--- src/rtl/pipe_hazard_ctrl.sv ---
// Stall/flush controller for an in-order pipeline: memory wait/drain FSM, load-use bubbles,
// deferred branch redirect and exception flush. Optional perf counters: PIPE_HAZARD_CTRL_PERF_CNT_EN.
module pipe_hazard_ctrl #(
  parameter int NUM_STAGES   = 5,
  parameter int BRANCH_STAGE = 2,
  parameter int HAZARD_STAGE = 2,
  parameter int MEM_STAGE    = 3,
  parameter int DRAIN_CYCLES = 1,
  parameter int CNT_WIDTH    = 32
) (
  input  logic                  clk,
  input  logic                  reset,
  input  logic                  branch,
  input  logic                  exception,
  input  logic                  hazard,
  input  logic                  imem_busy,
  input  logic                  dmem_busy,
  output logic [NUM_STAGES-1:0] stall,
  output logic [NUM_STAGES-1:0] flush,
  output logic                  redir_pending,
  output logic [1:0]            ctrl_state
`ifdef PIPE_HAZARD_CTRL_PERF_CNT_EN
  ,
  output logic [CNT_WIDTH-1:0]  stall_cycles,
  output logic [CNT_WIDTH-1:0]  flush_events
`endif
);

  typedef enum logic [1:0] {
    ST_RUN       = 2'd0,
    ST_MEM_WAIT  = 2'd1,
    ST_MEM_DRAIN = 2'd2,
    ST_EXC       = 2'd3
  } state_t;

  localparam logic [3:0] DRAIN_LOAD = (DRAIN_CYCLES > 0) ? 4'(DRAIN_CYCLES - 1) : 4'd0;

  state_t                  state_q, state_d;
  logic [3:0]              drain_q, drain_d;
  logic                    redir_q, redir_d;
  logic                    exc_act, mem_act, haz_act, imem_act;
  logic [NUM_STAGES-1:0]   stall_raw, flush_raw;

  always_ff @(posedge clk or posedge reset) begin
    if (reset) begin
      state_q <= ST_RUN;
      drain_q <= 4'd0;
      redir_q <= 1'b0;
    end else begin
      state_q <= state_d;
      drain_q <= drain_d;
      redir_q <= redir_d;
    end
  end

  always_comb begin
    state_d = state_q;
    drain_d = drain_q;
    if (exception) begin
      state_d = ST_EXC;
    end else begin
      case (state_q)
        ST_RUN:      if (dmem_busy) state_d = ST_MEM_WAIT;
        ST_MEM_WAIT: begin
          if (!dmem_busy) begin
            if (DRAIN_CYCLES > 0) begin
              state_d = ST_MEM_DRAIN;
              drain_d = DRAIN_LOAD;
            end else begin
              state_d = ST_RUN;
            end
          end
        end
        ST_MEM_DRAIN: begin
          if (drain_q == 4'd0) state_d = ST_RUN;
          else                 drain_d = drain_q - 4'd1;
        end
        ST_EXC:      state_d = dmem_busy ? ST_MEM_WAIT : ST_RUN;
        default:     state_d = ST_RUN;
      endcase
    end
  end

  // Request priority: exception > memory > load-use hazard > fetch busy.
  always_comb begin
    exc_act  = exception || (state_q == ST_EXC);
    mem_act  = !exc_act && ((state_q != ST_RUN) || dmem_busy);
    haz_act  = !exc_act && !mem_act && hazard;
    imem_act = !exc_act && !mem_act && !hazard && imem_busy;

    stall_raw = '0;
    flush_raw = '0;
    for (int i = 0; i < NUM_STAGES; i++) begin
      if (exc_act && i <= MEM_STAGE)      flush_raw[i] = 1'b1;
      if (mem_act && i <= MEM_STAGE)      stall_raw[i] = 1'b1;
      if (mem_act && i == MEM_STAGE + 1)  flush_raw[i] = 1'b1;
      if (haz_act && i < HAZARD_STAGE)    stall_raw[i] = 1'b1;
      if (haz_act && i == HAZARD_STAGE)   flush_raw[i] = 1'b1;
      if (imem_act && i == 0)             stall_raw[i] = 1'b1;
      if (imem_act && i == 1)             flush_raw[i] = 1'b1;
    end

    // A stalled branch register keeps its flush back; branch is re-presented later.
    for (int i = 1; i < NUM_STAGES; i++) begin
      if (branch && i < BRANCH_STAGE)                      flush_raw[i] = 1'b1;
      if (branch && i == BRANCH_STAGE && !stall_raw[i])    flush_raw[i] = 1'b1;
    end
    if ((branch && !imem_act) || (redir_q && !imem_busy)) flush_raw[0] = 1'b1;

    if (exc_act)                  redir_d = 1'b0;
    else if (branch && imem_act)  redir_d = 1'b1;
    else if (!imem_busy)          redir_d = 1'b0;
    else                          redir_d = redir_q;

    if (reset) begin
      stall = '0;
      flush = '1;
    end else begin
      flush = flush_raw;
      stall = stall_raw & ~flush_raw;
    end
    redir_pending = redir_q;
    ctrl_state    = state_q;
  end

`ifdef PIPE_HAZARD_CTRL_PERF_CNT_EN
  always_ff @(posedge clk or posedge reset) begin
    if (reset) begin
      stall_cycles <= '0;
      flush_events <= '0;
    end else begin
      if (stall[0] && (stall_cycles != '1))                stall_cycles <= stall_cycles + 1'b1;
      if ((branch || exception) && (flush_events != '1))   flush_events <= flush_events + 1'b1;
    end
  end
`endif

endmodule

--- config.mk ---
export PLATFORM = sky130hd
export DESIGN_NAME = pipe_hazard_ctrl
export DESIGN_NICKNAME = d
export VERILOG_FILES = /design/src/rtl/pipe_hazard_ctrl.sv
export SDC_FILE = /design/constraint.sdc
export NUM_CORES = 1
export LEC_CHECK = 0
export BUFFER_PORTS_ARGS = -buffer_cell sky130_fd_sc_hd__clkbuf_2
export CAP_MARGIN = 20
export CORE_AREA = 2 2 39 41
export DETAILED_ROUTE_END_ITERATION = 12
export DIE_AREA = 0 0 41 43
export GPL_TIMING_DRIVEN = 1
export HOLD_SLACK_MARGIN = 0.08
export PLACE_DENSITY_LB_ADDON = 0.25
export SLEW_MARGIN = 20
export SYNTH_ARGS = -nofsm -noshare
export SYNTH_HDL_FRONTEND = slang
export SYNTH_SLANG_ARGS = --single-unit
--- constraint.sdc ---
create_clock -name clk -period 2 [get_ports clk]
set_input_delay 0.4 -clock clk [delete_from_list [all_inputs] [get_ports clk]]
set_output_delay 0.4 -clock clk [all_outputs]
set_load 0.01 [all_outputs]
======== After elaboration in Yosys (flattened, before gate mapping) ========
Cells that the tools add are included.
word-level totals
  output and inout port bits .............. 13
  bits of input ports ..................... 7
  word-level logic and storage cells ...... 63
  bits in registers ....................... 7
cells by class
  bitwise gates (word level) .............. 3
  equal/unequal tests ..................... 9
  reduce and logical (&&, ||, !) cells .... 24
  add/subtract/negate cells ............... 1
  muxes and demuxes ....................... 23
operators by type and width
  cell                                               number
  2-to-1 mux 1 bit                                   13
  2-to-1 mux 5 bit                                   2
  logical AND 1 bit                                  9
  != test 3 bit (second input constant)              3
  2-to-1 mux 2 bit                                   4
  2-to-1 mux 4 bit                                   2
  one-hot mux 2 bit (4 select lines)                 1
  one-hot mux 4 bit (2 select lines)                 1
  zero test 1 bit                                    6
  bitwise AND 4 x 5 -> 5 bit                         1
  NOT 5 bit                                          1
  == test 2 bit (second input constant)              2
  zero test 4 bit                                    1
  != test 2 bit (second input constant)              2
  AND reduction 4 bit                                1
  nonzero test 2 bit                                 2
  subtractor 4 x 1 -> 4 bit (second input constant)  1
  logical OR 1 bit                                   3
  != test 3 x 1 -> 1 bit (second input constant)     1
  AND reduction 3 bit                                1
  == test 2 x 1 -> 1 bit (second input constant)     1
  zero test 2 bit                                    1
  NOT 1 bit                                          1

======== Logic depth before layout (Yosys ltp) ========
  depth in word-level cells ............... 15
  mapped depth ............................ 5
  mapped depth without buffers ............ 5

======== Least setup slack after synthesis ========
OpenSTA, ideal clock, no wires.
  kind .................................... flip-flop to output port
  from .................................... reg state_q[0], in the netlist ctrl_state[0]
  to ...................................... out stall[0]
  cell stages (with the launch flop) ...... 5
  data arrival time ....................... 1571 ps
  required time ........................... 1600 ps
  path buffers ............................ 0
  path slack .............................. 29 ps
  cells stage by stage .................... dfrtp_1 -> inv_1 -> ha_1 -> or3b_2 -> a211oi_1
on the way
  longest elaborated chain between the ends .. 15
RTL lines
  what                            line        text
  start: declaration              38          state_t state_q, state_d;
  start signal: assignment        50          state_q <= state_d;
  == test 2 bit                   86          exc_act = exception || (state_q == ST_EXC);
  logical OR 1 bit                86
  zero test 1 bit                 87, 88, 89
  logical AND 1 bit               87          mem_act = !exc_act && ((state_q != ST_RUN) || dmem_busy);
  zero test 1 bit                 88, 89
  logical AND 1 bit               88, 89
  logical AND 1 bit (2 in a row)  89          imem_act = !exc_act && !mem_act && !hazard && imem_busy;
  zero test 1 bit                 108         if ((branch && !imem_act) || (redir_q && !imem_busy)) flush_raw[0] = 1'b1;
  logical AND 1 bit               108
  logical OR 1 bit                108
  2-to-1 mux 1 bit                108
  NOT 5 bit                       120         stall = stall_raw & ~flush_raw;
  bitwise AND 4 x 5 -> 5 bit *    120
  2-to-1 mux 5 bit *              115         if (reset) begin
  end: declaration                18          output logic [NUM_STAGES-1:0] stall,
Every way passes the cells marked *; elsewhere a longest branch is shown, timed or not.

======== Worst setup path after layout ========
Ends and elaborated chain as after synthesis.

==> results by group <==
Critical path
  – Critical path arrival: 1.64 ns
  – Worst-path cell chain: inv_2 > ha_4 > or3b_4 > a21oi_2 > a211oi_2 > buf_2
  – Worst setup EP type: primary output
  – Worst Path Buf+Inv: 2
  – Crit path max fanout: 3
  – Reg-to-reg startpoint: ctrl_state[1]$_DFFE_PP0P_
  – Slowest stage delay, CP: a little over 0.4 ns
  – Critical R2R Capture: ctrl_state[1]$_DFFE_PP0P_
  – Reg2Reg Setup Slack: approximately 0.36 ns
  – R2R depth: 6
  – CP Data Required Time: roughly 1.6 ns
  – Worst setup path class: flip-flop to primary output
  – Delay-heaviest family, CP: flip-flops
  – Crit start category: flip-flop
  – CP max-delay cell: dfrtp_1

Synth
  – Cells after Synth: 67
  – Yosys Warn Count: 0
  – Post-synth EDFFs: 0
  – Post-Syn Area: 579 um2
  – Seq cells post-synth: 7
  – Syn avg cell area: around 8.6 um2
  – Ys async rst share: 100%
  – Register area share after synthesis: a little under a third
  – Netlist cell types: 28
  – Most used DFF post-synth: dfrtp_1
  – Synthesized Nets: just over 80

Clock network
  – TritonCTS Sinks: 7
  – H-tree levels: 1
  – Clock Path Buffers: 2
  – CTS tree: done
  – Cts bufs inserted: 3
  – Hold Buf Count CTS: 0
  – Clk slew on worst S/H paths: about 0.06 ns
  – Worst-skew pair later-pin latency: between 0.2 and 0.3 ns
  – Root Driver: clkbuf_4

Placed design
  – Placer's final routability congestion estimate: between 0.8 and 0.9
  – Pre-CTS setup slack: slightly above 0.05 ns
  – Dpl hpwl: just under 1000 um
  – IO Port Bufs: 18

STA
  – Final Skew: between 0.01 and 0.015 ns
  – Achievable Freq: between 400 and 500 MHz
  – Post-layout worst setup margin: -0.0437 ns
  – Worst hold slack: between 0.1 and 0.15 ns
  – Endpoints failing hold: 0
  – Setup Viol. Count Final: 3
  – Period utilization: 102%
  – Max Slew Vio Count: 0
  – Setup TNS: -0.0491 ns
  – Fin crit period: 2.04 ns
  – RSZ-0062 raised after global routing: true

Final layout
  – Most common cell after layout, fill and taps aside: clkbuf_2
  – Ant. Diodes: 0
  – Layout cells sized above 1: 45.9%
  – Layout area overhead: 44.1%
  – Most frequent cells in the layout: 16 x clkbuf_2, 10 x buf_4, 9 x nor2_1, 7 x dfrtp_1
  – Final Net Count: ~110

Power
  – Tot Pwr: about 1.1 mW
  – Worst VDD drop: 0.653 mV
  – Pwr Density: approximately 1300 nW/um2
  – Leakage: ~0.43 nW

Floorplan
  – Die ar.: ~1800 um2
  – # rows: 14
  – Die height: around 43 um
  – Initial Util: 41.9%
  – Core box area: 1380 um2
  – Die Span X: about 41 um
  – Num ports: 20

Route
  – DR WL/cell: 12.3 um
  – Final ANT Viol Nets: 0
  – First DRT Iteration DRCs: 4
  – Via count: just under 600
  – Final Routed Wirelength: roughly 1400 um
  – Vias per std cell: a little over 5
  – Pre-antenna DRT Iters: 3
  – DRC Markers: 0

Global route
  – Gr usage total: between 10% and 20%
  – First-pass GRT wire length: about 2100 um
  – GRT Residual Overflow: 0
  – Number of global-route vias before repair: 519
  – Pin count of the biggest net entering global routing: 9
  – Initial antenna violation count: 0

Outcome
  – Failing checks: negative setup slack
  – Status: finished, violations left

Worst hold path
  – HP Class: primary input to asynchronous set/reset pin

Job
  – Max-cap violation count: 0
sequential cells by signal, summed over array words and instances, names as in the netlist:
signal,flops
redir_pending,1
drain_q,4
ctrl_state,2
through the flow:
stage / util, % / cell area (um2) / instances
finish: 60.3 / 835 / 114
global route: 60.3 / 835 / 114
CTS: 58.2 / 806 / 112
detailed placement: 52.5 / 727 / 106
global placement: 52.5 / 727 / 106
floorplan: - / 579 / 67
where the power goes:
group	internal (mW)	switching, mW
Combinational	0.356	0.321
Sequential	0.194	0.0473
Clock	0.0764	0.0562
Total	0.626	0.425
cell families (layout without fill, tap and decap cells):
logic type                 count (synthesis)  in the layout  synth area share, %
adders and majority gates                  7              7                 15.1
DFF                                        7              7                 30.2
and+or+nand+nor                           25             25                 22.5
other                                      1              1                0.647
muxes                                      3              3                 5.18
buffers and inverters                      9             40                 6.48
AOI/OAI and AO/OA                         15             15                 19.9
synthesized netlist by cell type, types with 2 or more instances:
library cell / instances / area, um2
mux2i_1: 3 / 30.0
a211oi_1: 2 / 15.0
nand2b_1: 2 / 12.5
ha_1: 7 / 87.6
nand2_1: 4 / 15.0
o21ai_0: 2 / 10.0
a21oi_1: 2 / 10.0
nor2b_1: 2 / 12.5
inv_1: 8 / 30.0
nor2_1: 9 / 33.8
dfrtp_1: 7 / 175
nor3_1: 2 / 10.0
o2bb2ai_1: 2 / 17.5
worst max-delay path by stage:
stage / slack [ns] / endpoint / depth (start not counted) / startpoint
2_1_floorplan: 0.03 / stall[0] / 4 / ctrl_state[0]$_DFFE_PP0P_
3_3_place_gp: 0.09 / stall[0] / 5 / ctrl_state[0]$_DFFE_PP0P_
3_5_place_dp: 0.05 / flush[0] / 6 / ctrl_state[0]$_DFFE_PP0P_
4_1_cts: -0.01 / stall[0] / 5 / ctrl_state[0]$_DFFE_PP0P_
5_1_grt: -0.13 / stall[0] / 5 / ctrl_state[0]$_DFFE_PP0P_
6_report: -0.04 / stall[0] / 6 / ctrl_state[0]$_DFFE_PP0P_
metal layers:
metal / vias up / global-route usage (%) / share of wire [%]
met5: - / 0 / 0
met3: 5 / 4.71 / 4.4
met2: 17 / 32.5 / 50
met1: 264 / 18.7 / 43
met4: 0 / 14.0 / 2.8
li1: 298 / - / -
layout make-up:
| cell class | instances | area [um2] |
|---|---|---|
| clock buffer | 4 | 26.3 |
| fill | 127 | 549 |
| inverter | 8 | 30.0 |
| multi-input combinational | 51 | 418 |
| sequential | 7 | 175 |
| tap | 16 | 20.0 |
| timing repair buffer | 28 | 165 |
repair_timing:
action / CTS / global route
endpoints found under the setup margin: 4 / 4
setup buffers: 2 / 2
pin swaps: 4 / 1
resized for setup: 13 / 5
worst register-to-register path: cells and delay by family, from the launching register on:
family / cells / cell delay, ns
adder cells (fa/ha/maj): 1 / 0.23
multiplexers: 1 / 0.22
flip-flops: 1 / 0.40
buffers and inverters: 3 / 0.39
AO/OA/AOI/OAI: 1 / 0.34
(Power assumes the default switching activity.)
